File: src/rtl/audio_jitter_buffer.sv
// ============================================================================
// AudioJitterBuffer (top module audio_jitter_buffer)
//
// Purpose:
//    Smooths bursty audio bytes arriving from the packet splitter into a
//    steady stream of 8-bit samples, one per TICK_DIV clock cycles. Bytes
//    land in a DEPTH-entry FIFO. Playback starts once PREFILL bytes are
//    buffered. When the buffer runs dry, playback falls back to filling.
//
// Parameters:
//    DEPTH     FIFO entries, power of two, 4..1024
//    PREFILL   fill level needed before playback starts, 1..DEPTH
//    TICK_DIV  clock cycles per output sample, minimum 2
//
// Ports:
//    clk           system clock (50 MHz RMII domain)
//    rst           synchronous active-high reset
//    axiiv         audio byte valid (no backpressure upstream)
//    axiid         audio byte, unsigned PCM
//    sample_out    current playback sample, held between ticks
//    sample_valid  one-cycle pulse when sample_out is updated
//    level         current FIFO occupancy
//    playing       high while in PLAY state
//    overflow      sticky, a byte was dropped because the FIFO was full
//    underflow     sticky, a tick found the FIFO empty during playback
//    pwm_out       1-bit PWM audio output
//
// Configuration:
//    AUDIO_PWM_EN  when defined, a free-running 8-bit PWM counter drives
//                  pwm_out. When undefined, pwm_out is tied low.
// ============================================================================
module audio_jitter_buffer #(
   parameter int DEPTH    = 256,
   parameter int PREFILL  = 128,
   parameter int TICK_DIV = 6250
) (
   input  logic                     clk,
   input  logic                     rst,
   input  logic                     axiiv,
   input  logic [7:0]               axiid,
   output logic [7:0]               sample_out,
   output logic                     sample_valid,
   output logic [$clog2(DEPTH):0]   level,
   output logic                     playing,
   output logic                     overflow,
   output logic                     underflow,
   output logic                     pwm_out
);

   localparam int PW = $clog2(DEPTH);
   localparam int LW = PW + 1;
   localparam int TW = $clog2(TICK_DIV);

   typedef enum logic {
      FILL = 1'b0,
      PLAY = 1'b1
   } state_t;

   state_t          r_state;
   state_t          w_stateNext;
   logic [PW-1:0]   r_wrPtr;
   logic [PW-1:0]   r_rdPtr;
   logic [LW-1:0]   r_level;
   logic [TW-1:0]   r_tickCnt;
   logic [7:0]      r_sampleOut;
   logic            r_sampleValid;
   logic            r_overflow;
   logic            r_underflow;
   logic [7:0]      r_mem [DEPTH];

   logic            w_tick;
   logic            w_full;
   logic            w_pop;
   logic            w_underrun;
   logic            w_write;
   logic            w_drop;

   // Decode the cycle's events from the current registered state.
   // A pop frees a slot in the same cycle, so a full FIFO still accepts a
   // write when the tick pops. A byte is dropped only when the FIFO is full
   // and nothing is popped. Leaving PLAY happens only on a tick that finds
   // the FIFO empty. Entering PLAY uses the registered level, so playing
   // rises on the cycle after the level reaches PREFILL.
   always_comb begin
      w_tick      = (r_tickCnt == TW'(TICK_DIV - 1));
      w_full      = (r_level == LW'(DEPTH));
      w_pop       = 1'b0;
      w_underrun  = 1'b0;
      w_write     = 1'b0;
      w_drop      = 1'b0;
      w_stateNext = r_state;

      if (r_state == PLAY && w_tick) begin
         if (r_level != '0) begin
            w_pop = 1'b1;
         end else begin
            w_underrun = 1'b1;
         end
      end

      if (axiiv) begin
         if (!w_full || w_pop) begin
            w_write = 1'b1;
         end else begin
            w_drop = 1'b1;
         end
      end

      case (r_state)
         FILL: begin
            if (r_level >= LW'(PREFILL)) begin
               w_stateNext = PLAY;
            end
         end
         PLAY: begin
            if (w_underrun) begin
               w_stateNext = FILL;
            end
         end
         default: w_stateNext = FILL;
      endcase
   end

   // FIFO storage is a plain write port with no reset, so the tools can map
   // it onto a simple dual-port block RAM. Stale contents after a reset do
   // no harm because the pointers and level are cleared.
   always_ff @(posedge clk) begin
      if (w_write) begin
         r_mem[r_wrPtr] <= axiid;
      end
   end

   // Control registers. The read port is registered straight into
   // sample_out, so a sample appears exactly one cycle after its tick. The
   // pointers wrap for free because DEPTH is a power of two. The level
   // tracks writes minus pops and stays put when both happen together.
   always_ff @(posedge clk) begin
      if (rst) begin
         r_state       <= FILL;
         r_wrPtr       <= '0;
         r_rdPtr       <= '0;
         r_level       <= '0;
         r_tickCnt     <= '0;
         r_sampleOut   <= 8'h80;
         r_sampleValid <= 1'b0;
         r_overflow    <= 1'b0;
         r_underflow   <= 1'b0;
      end else begin
         r_state       <= w_stateNext;
         r_tickCnt     <= w_tick ? '0 : r_tickCnt + TW'(1);
         r_sampleValid <= w_pop | w_underrun;

         if (w_pop) begin
            r_sampleOut <= r_mem[r_rdPtr];
            r_rdPtr     <= r_rdPtr + PW'(1);
         end else if (w_underrun) begin
            r_sampleOut <= 8'h80;
         end

         if (w_write) begin
            r_wrPtr <= r_wrPtr + PW'(1);
         end

         case ({w_write, w_pop})
            2'b10:   r_level <= r_level + LW'(1);
            2'b01:   r_level <= r_level - LW'(1);
            default: r_level <= r_level;
         endcase

         if (w_drop) begin
            r_overflow <= 1'b1;
         end
         if (w_underrun) begin
            r_underflow <= 1'b1;
         end
      end
   end

`ifdef AUDIO_PWM_EN
   logic [7:0] r_pwmCnt;
   logic       r_pwmOut;

   // Free-running 8-bit PWM with a 256-cycle period. The duty cycle equals
   // sample_out/256, and the output is registered to keep it glitch-free.
   always_ff @(posedge clk) begin
      if (rst) begin
         r_pwmCnt <= '0;
         r_pwmOut <= 1'b0;
      end else begin
         r_pwmCnt <= r_pwmCnt + 8'd1;
         r_pwmOut <= (r_pwmCnt < r_sampleOut);
      end
   end

   assign pwm_out = r_pwmOut;
`else
   // PWM is disabled in this build, so the output is tied low.
   assign pwm_out = 1'b0;
`endif

   // Drive the outputs from their registers.
   assign sample_out   = r_sampleOut;
   assign sample_valid = r_sampleValid;
   assign level        = r_level;
   assign playing      = (r_state == PLAY);
   assign overflow     = r_overflow;
   assign underflow    = r_underflow;

endmodule
File: config.mk
export PLATFORM = sky130hd
export DESIGN_NAME = audio_jitter_buffer
export DESIGN_NICKNAME = d
export VERILOG_FILES = /design/src/rtl/audio_jitter_buffer.sv
export SDC_FILE = /design/constraint.sdc
export NUM_CORES = 2
export LEC_CHECK = 0
export ABC_AREA = 0
export BUFFER_PORTS_ARGS = -buffer_cell sky130_fd_sc_hd__buf_2
export CORE_UTILIZATION = 55
export DETAILED_ROUTE_END_ITERATION = 16
export GPL_ROUTABILITY_DRIVEN = 1
export PLACE_DENSITY_LB_ADDON = 0.12
export SYNTH_ARGS = -nofsm -noshare
export SYNTH_HDL_FRONTEND = slang
export SYNTH_SLANG_ARGS = --single-unit
File: constraint.sdc
create_clock -name clk -period 3.6 [get_ports clk]
set_clock_uncertainty 0.1 [all_clocks]
set_input_delay 0.18 -clock clk [delete_from_list [all_inputs] [get_ports clk]]
set_output_delay 0.18 -clock clk [all_outputs]
set_load 0.01 [all_outputs]
==> flow_summary.json <==
{
  "setup_viol": 0,
  "yosys-top-cells-area": "edfxtp_1 (75%), mux4_2 (13%), mux2i_1 (1.7%)",
  "clk_pin_slew_worst_paths_ps": 60,
  "grt_first_pass_wirelength_um": 315000,
  "seq_area_frac_synth": 0.7652,
  "yosysMostFrequentCell": "edfxtp_1",
  "drive_above_1_share": 0.3023,
  "drt_iter0_markers": 5585,
  "yosys_most_used_dff": "edfxtp_1",
  "hold_start": "axiid[1]",
  "synthArstFlopShare": 0,
  "startpoint_type": "flip-flop",
  "final_cell_area_mm2": 0.09541,
  "via_per_inst": 6.406,
  "reg2reg_slack_ps": 7,
  "yosysTopAreaCellShare": 0.7510,
  "syn-num-nets": 4063,
  "rr_worst_depth": 8,
  "detailed_place_hpwl_um": 143400,
  "clock-sinks": 2106,
  "required_ps": 4220,
  "cts_tree": "done",
  "drc": 0,
  "end_kind": "flip-flop",
  "cap_violations": 0,
  "synth_commonest_cells": "edfxtp_1 (2048), mux4_2 (484), nor2_1 (351), mux2i_1 (137), nand2_1 (135)",
  "synth_top_cell_by_area": "edfxtp_1",
  "area_growth_pct": 16.51,
  "max-vdd-ir-drop_v": 0.0004873,
  "grt_antenna_before_repair": 6,
  "cts_buffers": 207,
  "finish.utilization": 0.6453,
  "wl_per_cell_um": 32.80,
  "first_pass_iters": 5,
  "worstReg2RegEnd": "sample_out[3]",
  "tightest_slew_ps": 1375,
  "io_buffer_count": 31,
  "grt_max_degree": 131,
  "grt_usage": 0.2978,
  "ys_warn_count": 0,
  "insertion_delay_ps": 840,
  "crit_fanout": 10,
  "ant_nets": 0,
  "final_max_slew_viol_count": 0,
  "fp.dieArea_mm2": 0.1504,
  "path_class": "flip-flop to flip-flop",
  "gp_congestion": 0.8844,
  "fin_hold_ws_ps": 11.87,
  "power_density_mw_per_mm2": 512.9,
  "n_antenna_cell": 0,
  "synth_seq_cells": 2106,
  "finalHoldViolCount": 0,
  "placed_cell_area_mm2": 0.08862,
  "hold_path_end": "r_mem[79][1]",
  "wl_um": 222000,
  "rsz0062_at_grt": "yes",
  "instances_no_fill": 6766,
  "design.core.area_mm2": 0.1478,
  "vias": 43340,
  "dp_cells": 6377,
  "max_slew_margin": 0.07378,
  "synth_edf_count": 2048,
  "leakagePower_uw": 0.03038,
  "ctsLongestPathBuffers": 3,
  "rows": 141,
  "cts_root_buf": "clkbuf_16",
  "min_path_type": "input pin to flip-flop",
  "initial_utilization": 0.5539,
  "syn_inst": 4037,
  "grt-ovfl-total": 0,
  "grt_pass1_vias": 42950,
  "fin_crit_ps": 3593,
  "num_io_pins": 33,
  "min_period_over_period": 0.9982,
  "max_freq_mhz": 278.3,
  "die_x_um": 387.9,
  "min_path_cells": 1,
  "status": "completed",
  "syn_area_mm2": 0.08189,
  "ys_types": 69,
  "nNetsFinal": 4691,
  "syn_avg_cell_area_um2": 20.28,
  "worstPathArrival_ps": 4210,
  "cts-htree-levels": 4,
  "die_h_um": 387.9
}
## placed cells by master (no fill, tap or decap), types with 46 or more instances in the layout
cell type and count:
mux2i_1 137, mux4_2 484, buf_12 48, clkinv_1 50, dfxtp_1 53, clkbuf_16 213
edfxtp_1 2048, nor2_1 348, nand2_1 135, buf_4 559, a21oi_1 48, o21ai_0 46
o22ai_1 58
## state kept, by name, indices dropped and copies added (netlist names), named ones only
name	count
r_mem	2048
r_tickCnt	13
level	9
r_rdPtr	8
r_wrPtr	8
sample_out	8
overflow	1
playing	1
sample_valid	1
underflow	1
## routing by layer
| metal | track usage | up-vias | part of all wire |
|---|---|---|---|
| met5 | 0 | - | 0 |
| met4 | 0.1000 | 0 | 0.035 |
| met3 | 0.06475 | 356 | 0.096 |
| met2 | 0.4520 | 2229 | 0.46 |
| met1 | 0.4337 | 22870 | 0.40 |
| li1 | - | 17880 | - |
## repair_timing
action / in CTS / in global routing
buffers inserted: 0 / 0
hold buffers: 9 / 0
endpoints found under the setup margin: 2 / 26
pin swaps: 0 / 1
hold endpoints to repair: 326 / 0
gates resized for setup: 3 / 6
## area by class of cell
class / instances / area, um2
clock buffers: 252 / 5517
inverters: 16 / 61.31
well taps: 1930 / 2415
clock inverters: 128 / 1150
multi-input cells: 1687 / 18120
fillers: 10090 / 52430
flip-flops and latches: 2106 / 62680
repair buffers: 647 / 5473
## power breakdown
part | internal [uW] | switching, uW
Sequential | 26900 | 15.0
Clock | 12300 | 9080
Combinational | 117 | 546
## through the flow
stage	setup slack, ps	total power, uW	TNS, ps
2_1_floorplan	12.93	27540	0
3_3_place_gp	-93.74	28060	-186.5
3_5_place_dp	-255.0	28090	-255.4
4_1_cts	13.35	49210	0
5_1_grt	-23.78	50130	-23.78
6_report	6.627	48940	0
## logic make-up after synthesis
family                   Yosys count  synth area share
buffers and inverters            244           0.01410
multiplexers                     634            0.1516
XOR/XNOR                          25          0.002674
AO/OA/AOI/OAI                    323           0.02669
other                              1        0.00004579
adder cells (fa/ha/maj)           15          0.002384
AND/OR/NAND/NOR                  689           0.03728
flip-flops                      2106            0.7652
## critical path: stages (launching register included)
cell	delay (ps)
dfxtp_4	640
buf_4	330
mux4_2	530
mux2i_1	570
o22ai_1	240
nor4_1	500
buf_4	210
nor4_1	60
a22o_1	270
## how the worst max path moves through the flow
| stage | startpoint | to | slack [ps] | cells past startpoint |
|---|---|---|---|---|
| after global routing | r_tickCnt[8] | level[8] | -20 | 13 |
| after global placement | r_tickCnt[8] | level[8] | -90 | 14 |
| after floorplan | r_tickCnt[8] | level[8] | 10 | 15 |
| after detailed placement | flip-flop | sample_out[4] | -260 | 9 |
| after CTS | r_tickCnt[8] | level[8] | 10 | 14 |
| final | flip-flop | sample_out[3] | 7 | 8 |
Note: power is estimated with default switching activity, not from simulation.
